==> src/rtl/wb_slave_router.sv <==
// Wishbone classic router: forwards one master request to a UART or RAM slave,
// answers its own status register, and times out slaves that never ack.
module wb_slave_router #(
  parameter logic [7:0]  UART_BASE = 8'h30,
  parameter logic [7:0]  RAM_BASE  = 8'h38,
  parameter logic [7:0]  STAT_BASE = 8'h3F,
  parameter int unsigned TIMEOUT   = 255
) (
  input  logic        wb_clk_i,
  input  logic        wb_rst_i,
  input  logic        wbs_cyc_i,
  input  logic        wbs_stb_i,
  input  logic        wbs_we_i,
  input  logic [3:0]  wbs_sel_i,
  input  logic [31:0] wbs_adr_i,
  input  logic [31:0] wbs_dat_i,
  output logic        wbs_ack_o,
  output logic [31:0] wbs_dat_o,
  output logic [31:0] s_adr_o,
  output logic [31:0] s_dat_o,
  output logic [3:0]  s_sel_o,
  output logic        s_we_o,
  output logic        uart_cyc_o,
  output logic        uart_stb_o,
  output logic        ram_cyc_o,
  output logic        ram_stb_o,
  input  logic        uart_ack_i,
  input  logic        ram_ack_i,
  input  logic [31:0] uart_dat_i,
  input  logic [31:0] ram_dat_i,
  output logic        err_irq_o,
  output logic [1:0]  dbg_state
);

  // Handshake: a request is taken only in IDLE when cyc&stb are high at an edge;
  // the master holds cyc/stb until it sees the single-cycle wbs_ack_o, and a
  // slave transfer completes at the edge where its ack is high while strobed.
  typedef enum logic [1:0] {IDLE = 2'd0, FWD_UART = 2'd1, FWD_RAM = 2'd2, RESP = 2'd3} state_t;

  localparam logic [15:0] WAIT_LAST = 16'(TIMEOUT - 1);

  state_t      state;
  logic [15:0] wait_cnt;
  logic [15:0] unmapped_cnt;
  logic [15:0] timeout_cnt;

  logic        req_take, hit_uart, hit_ram, hit_stat;
  logic        in_fwd, fwd_ack, timeout_hit;
  logic        inc_unmapped, clr_unmapped, inc_timeout, clr_timeout, stat_wr;
  logic [31:0] fwd_dat;

  assign req_take     = (state == IDLE) && wbs_cyc_i && wbs_stb_i;
  assign hit_uart     = (wbs_adr_i[31:24] == UART_BASE);
  assign hit_ram      = !hit_uart && (wbs_adr_i[31:24] == RAM_BASE);
  assign hit_stat     = !hit_uart && !hit_ram && (wbs_adr_i[31:24] == STAT_BASE);
  assign in_fwd       = (state == FWD_UART) || (state == FWD_RAM);
  assign fwd_ack      = (state == FWD_UART) ? uart_ack_i : ram_ack_i;
  assign fwd_dat      = (state == FWD_UART) ? uart_dat_i : ram_dat_i;
  assign timeout_hit  = in_fwd && wbs_cyc_i && !fwd_ack && (wait_cnt == WAIT_LAST);
  assign stat_wr      = req_take && hit_stat && wbs_we_i;
  assign inc_unmapped = req_take && !hit_uart && !hit_ram && !hit_stat;
  assign clr_unmapped = stat_wr && wbs_sel_i[0];
  assign inc_timeout  = timeout_hit;
  assign clr_timeout  = stat_wr && wbs_sel_i[2];

  assign err_irq_o = (unmapped_cnt != 16'd0) || (timeout_cnt != 16'd0);
  assign dbg_state = state;

  always_ff @(posedge wb_clk_i) begin
    if (wb_rst_i) begin
      state      <= IDLE;
      wait_cnt   <= '0;
      wbs_ack_o  <= 1'b0;
      wbs_dat_o  <= '0;
      s_adr_o    <= '0;
      s_dat_o    <= '0;
      s_sel_o    <= '0;
      s_we_o     <= 1'b0;
      uart_cyc_o <= 1'b0;
      uart_stb_o <= 1'b0;
      ram_cyc_o  <= 1'b0;
      ram_stb_o  <= 1'b0;
    end else begin
      case (state)
        IDLE: begin
          if (req_take) begin
            s_adr_o  <= wbs_adr_i;
            s_dat_o  <= wbs_dat_i;
            s_sel_o  <= wbs_sel_i;
            s_we_o   <= wbs_we_i;
            wait_cnt <= '0;
            if (hit_uart) begin
              state      <= FWD_UART;
              uart_cyc_o <= 1'b1;
              uart_stb_o <= 1'b1;
            end else if (hit_ram) begin
              state     <= FWD_RAM;
              ram_cyc_o <= 1'b1;
              ram_stb_o <= 1'b1;
            end else if (hit_stat) begin
              state     <= RESP;
              wbs_dat_o <= {timeout_cnt, unmapped_cnt};
            end else begin
              state     <= RESP;
              wbs_dat_o <= '0;
            end
          end
        end
        FWD_UART, FWD_RAM: begin
          // Abort beats ack: with cyc gone there is nobody to answer.
          if (!wbs_cyc_i) begin
            state      <= IDLE;
            uart_cyc_o <= 1'b0;
            uart_stb_o <= 1'b0;
            ram_cyc_o  <= 1'b0;
            ram_stb_o  <= 1'b0;
          end else if (fwd_ack || timeout_hit) begin
            state      <= RESP;
            wbs_ack_o  <= 1'b1;
            wbs_dat_o  <= fwd_ack ? fwd_dat : (32'hDEAD_0000 | {16'h0000, s_adr_o[15:0]});
            uart_cyc_o <= 1'b0;
            uart_stb_o <= 1'b0;
            ram_cyc_o  <= 1'b0;
            ram_stb_o  <= 1'b0;
          end else begin
            wait_cnt <= wait_cnt + 16'd1;
          end
        end
        RESP: begin
          // Entered with ack already set from a slave; local accesses raise it here.
          if (wbs_ack_o) begin
            wbs_ack_o <= 1'b0;
            state     <= IDLE;
          end else begin
            wbs_ack_o <= 1'b1;
          end
        end
        default: state <= IDLE;
      endcase
    end
  end

  // Clear has priority over increment; both saturate at all-ones.
  always_ff @(posedge wb_clk_i) begin
    if (wb_rst_i) begin
      unmapped_cnt <= '0;
      timeout_cnt  <= '0;
    end else begin
      if (clr_unmapped)
        unmapped_cnt <= '0;
      else if (inc_unmapped && (unmapped_cnt != 16'hFFFF))
        unmapped_cnt <= unmapped_cnt + 16'd1;
      if (clr_timeout)
        timeout_cnt <= '0;
      else if (inc_timeout && (timeout_cnt != 16'hFFFF))
        timeout_cnt <= timeout_cnt + 16'd1;
    end
  end

endmodule
==> config.mk <==
export PLATFORM = sky130hd
export DESIGN_NAME = wb_slave_router
export DESIGN_NICKNAME = d
export VERILOG_FILES = /design/src/rtl/wb_slave_router.sv
export SDC_FILE = /design/constraint.sdc
export NUM_CORES = 1
export LEC_CHECK = 0
export CORE_MARGIN = 3
export CORE_UTILIZATION = 30
export CTS_CLUSTER_DIAMETER = 200
export DETAILED_ROUTE_END_ITERATION = 10
export DONT_BUFFER_PORTS = 1
export SLEW_MARGIN = 30
export SYNTH_ARGS = -nofsm -noshare
export SYNTH_HDL_FRONTEND = slang
export SYNTH_SLANG_ARGS = --single-unit
==> constraint.sdc <==
create_clock -name wb_clk_i -period 2.9 [get_ports wb_clk_i]
set_input_delay 0.29 -clock wb_clk_i [delete_from_list [all_inputs] [get_ports wb_clk_i]]
set_output_delay 0.29 -clock wb_clk_i [all_outputs]
set_load 0.01 [all_outputs]
# Yosys cells after proc, flatten, opt, wreduce, memory -nomap -nowiden
# Index checks and enable logic that the tools add are counted.
word_totals:
  output_inout_bits: 109
  wordCells: 107
  register_bits: 154
  input_bits: 139
op_classes:
  n_eq_ne: 19
  muxes: 34
  add_sub_neg: 3
  reduce_logical: 39
op_table:
  columns: ["cell", "count"]
  rows:
  - ["2-to-1 mux 32 bit", 8]
  - ["case mux 32 bit (2 select lines)", 1]
  - ["adder 16 x 1 -> 16 bit (second input constant)", 3]
  - ["2-to-1 mux 16 bit", 3]
  - ["inequality test 16 bit (second input constant)", 2]
  - ["case mux 16 bit (2 select lines)", 1]
  - ["nonzero test 16 bit", 2]
  - ["equality test 8 x 6 -> 1 bit (second input constant)", 3]
  - ["inequality test 2 bit (second input constant)", 9]
  - ["logical AND 1 bit", 17]
  - ["equality test 16 x 8 -> 1 bit (second input constant)", 1]
  - ["2-to-1 mux 1 bit", 12]
  - ["2-to-1 mux 2 bit", 5]
  - ["AND reduction 4 bit", 2]
  - ["case mux 1 bit (2 select lines)", 3]
  - ["case mux 2 bit (3 select lines)", 1]
  - ["AND reduction 3 bit", 2]
  - ["AND reduction 6 bit", 1]
  - ["OR reduction 2 bit", 3]
  - ["AND reduction 5 bit", 1]
  - ["equality test 2 bit (second input constant)", 2]
  - ["zero test 1 bit", 4]
  - ["nonzero test 2 bit", 2]
  - ["logical OR 1 bit", 3]
  - ["4 further kinds", 4]

# Depth between registers and ports, before layout
logic_depth:
  depth_word: 11
  ltp_mapped: 10

# Worst setup path after synthesis
# Ideal clock, no wire load.
synth_timing:
  path_kind: "register to register"
  from: "register state[0], in the netlist dbg_state[0]"
  to: "register wait_cnt[11]"
  arrival_time_ns: 2.134
  required_ns: 2.830
  period_less_slack_ns: 2.205
  path_slack_ns: 0.695
  path_buffers: 2
  path_stages_with_launch: 10
  path_cell_list: "dfxtp_1 inv_1 ha_1 buf_2 nor2b_1 o21ai_0 o31a_1 clkbuf_1 or3_1 a21oi_1"
synth_between:
  elab_chain_len: 8
synth_lines:
  columns: ["item", "line", "text"]
  rows:
  - ["start: declaration", "42", "state_t state;"]
  - ["start signal: assignment", "71", "state <= IDLE;"]
  - ["start signal: assignment", "93", "state <= FWD_UART;"]
  - ["start signal: assignment", "97", "state <= FWD_RAM;"]
  - ["equality test 2 x 1 -> 1 bit or equality test 2 bit (tied branches)", "56, 57, 84", null]
  - ["2-to-1 mux 1 bit or logical OR 1 bit (tied branches)", "57, 56", null]
  - ["zero test 1 bit or logical AND 1 bit (tied branches)", "59", "assign timeout_hit = in_fwd && wbs_cyc_i && !fwd_ack && (wait_cnt == WAIT_LAST);"]
  - ["logical AND 1 bit (2 in series)", "59", null]
  - ["logical OR 1 bit", "117", "end else if (fwd_ack || timeout_hit) begin"]
  - ["inequality test 2 bit (no line)", null, null]
  - ["AND reduction 4 bit (no line)", null, null]
  - ["end signal: assignment", "126", "wait_cnt <= wait_cnt + 16'd1;"]
  - ["end: declaration", "43", "logic [15:0] wait_cnt;"]
# Several ways; a longest one is shown, not always the timed one.
# A chain may end at the register's enable or synchronous reset.

# Worst setup path in the final report
layout_timing:
  from: "register state[0], in the netlist dbg_state[0]"
  to: "register wait_cnt[14]"
# Same word-level chain as after synthesis.

==> results.md <==
- Outcome: completed
- Global-route wire length before repair: 36000 um
- Worst-margin pin slew: 716 ps
- Initial antenna violation count: 1
- Rel. slew slack: 51.8%
- Synth top area cells: dfxtp_1, a21oi_1, nand2_1
- Placed cells: 1182
- Min cycle time layout: 2510 ps
- CTS clk-pin slew, worst paths: 70 ps
- Final #Nets: 1089
- Final hold slack: 23.7 ps
- Post-synth EDFFs: 0
- H-tree levels: 4
- Clk_lat worst skew: 430 ps
- WP data arrival: 2860 ps
- Ant. Diodes: 0
- Post-Syn Nets: 1073
- Drt drc: 0
- CTS buffer count: 17
- Tot GR Track Use: 17.0%
- Cell count after synthesis: 924
- RSZ-0062 raised after global routing: no
- Avg Vias per Cell: 5.43
- Crit end category: flop
- Clock Path Buffers: 2
- Mean Syn Cell Area: 7.98 um2
- Fraction of layout cells with a size suffix above 1: 8.39%
- Finished Layout Cells: 1272
- Total congestion overflow: 0
- GP Congestion: 0.854
- Nature of the critical path startpoint: flop
- Pwr dens: 790 nW/um2
- DRT Pass-1 Iters: 5
- CTS Sinks: 154
- Cell row count: 56
- P_leak: 2.82 nW
- Top cell type's share of synthesized area: 41.8%
- Port bufs: 0
- DIE AREA: 26500 um2
- Vias post-DR: 6909
- Final Max Slew Viols: 0
- Setup ws final: 393 ps
- DR iter-0 viols: 507
- Worst Skew: 10.5 ps
- Cell area after synthesis: 7370 um2
- Yosys top cell by area: dfxtp_1
- Antenna-violating nets left: 0
- DR WL/cell: 18.7 um
- Core Area: 23800 um2
- Die width: 163 um
- Vias in the first global route: 6526
- Final Hold Fails: 0
- Hold Crit Class: in -> reg
- FF+latch count, synth: 154
- Starting Density: 31.0%
- DPL Wire Length: 16400 um
- Peak VDD IR: 0.452 mV
- Cell variety after synth: 52
- Largest net degree at the start of global routing: 106
- Total negative slack: 0 ps
- Die Ht: 163 um
- Post-synth top flop: dfxtp_1
- Final setup violation count: 0
- Worst slack at placement: 424 ps
- Top-count cell post-synth: nand2_1
- TritonCTS clock tree: built
- Max-Cap Viols: 0
- Setup bufs post-CTS: 0
- Synth top cells by count: nand2_1, dfxtp_1, a21oi_1
- Total wire length: 23800 um
- Area Overhead vs Synth: 19.1%
- Final period utilization: 86.5%
- Critical Path RT: 3250 ps
- Register area share after synthesis: 41.8%
- CP max FO: 20
- I/O pins: 248
- Synth warn: 0
- Fmax: 399 MHz
- Root buffer cell: clkbuf_16
- Async SR Flop Fraction: 0%
- Setup CP Type: reg -> reg
-- repair_timing --
action	CTS	global route
hold buffers	58	0
hold endpoints to repair	105	0
resized for setup	0	0
-- layout by cell type (no fill, tap or decap), types with 6 or more instances in the layout --
cell type | Yosys | routed
a21oi_1 | 138 | 138
a311oi_1 | 12 | 12
buf_4 | 3 | 13
nor2_1 | 35 | 35
or3_1 | 20 | 20
inv_1 | 20 | 20
a22oi_1 | 16 | 16
and4_1 | 7 | 7
nand3_1 | 30 | 29
mux2i_1 | 26 | 26
mux2_2 | 12 | 12
nand4_1 | 20 | 20
nand2_1 | 176 | 176
and3_1 | 8 | 7
dfxtp_1 | 154 | 154
clkbuf_16 | 0 | 17
and2_1 | 7 | 6
nor4_1 | 20 | 20
a31o_2 | 6 | 6
o21ai_0 | 46 | 46
ha_1 | 10 | 9
a211oi_1 | 24 | 24
xnor2_1 | 17 | 17
dlygate4sd3_1 | 0 | 57
-- report_power, final --
group	internal, W	switching, W
clock	0.00125	0.000975
combinational	0.000718	0.00126
sequential	0.00238	0.000350
total	0.00435	0.00258
-- flip-flops by register name (all words and copies together), names as in the netlist --
register / cells
ram_stb_o: 1
timeout_cnt: 16
dbg_state: 2
wait_cnt: 16
wbs_ack_o: 1
uart_stb_o: 1
s_adr_o: 32
wbs_dat_o: 32
s_sel_o: 4
unmapped_cnt: 16
s_we_o: 1
s_dat_o: 32
-- metal layers --
layer	track usage, %	up-vias	routed length (um)
met4	5.00	0	430
met3	5.65	24	2390
li1	-	3325	-
met5	0	-	0
met2	26.6	327	10700
met1	22.4	3233	10300
-- cells by family after synthesis --
| kind of cell | Yosys count | synth area share, % |
|---|---|---|
| XOR/XNOR | 17 | 2.02 |
| AND/OR/NAND/NOR | 349 | 22.8 |
| multiplexers | 39 | 5.67 |
| buffers and inverters | 95 | 5.29 |
| AO/OA/AOI/OAI | 260 | 20.7 |
| flip-flops | 154 | 41.8 |
| adder cells (fa/ha/maj) | 10 | 1.70 |
-- layout make-up --
class | instances | area [um2]
clock buffer | 19 | 453
timing repair buffer | 72 | 716
inverter | 20 | 75.1
sequential | 154 | 3080
fill | 2421 | 15000
tap | 319 | 399
multi-input combinational | 675 | 3920
clock inverter | 13 | 134
-- per-stage QoR --
step	total power (W)	utilization [%]	cell area, um2
2_1_floorplan	0.00413	-	7370
3_3_place_gp	0.00464	31.9	7600
3_5_place_dp	0.00467	31.9	7600
4_1_cts	0.00699	36.9	8780
5_1_grt	0.00732	36.9	8780
6_report	0.00693	36.9	8780
-- worst max-delay path, cell delays in order, from the launching register on --
cell	delay (ps)
dfxtp_1	470
inv_1	100
ha_1	310
buf_4	170
inv_1	80
buf_4	240
and4_1	240
a21oi_1	140
or4_1	520
a21oi_1	140
-- final timing paths --
check	startpoint	end	slack [ps]	cells after the start
min	wbs_dat_i[3]	s_dat_o[3]	20	2
max reg2reg	dbg_state[0]	wait_cnt[14]	390	9
min reg2reg	wait_cnt[5]	wait_cnt[5]	510	2
max	dbg_state[0]	wait_cnt[14]	390	9
Power figures use the tool's default switching activity.
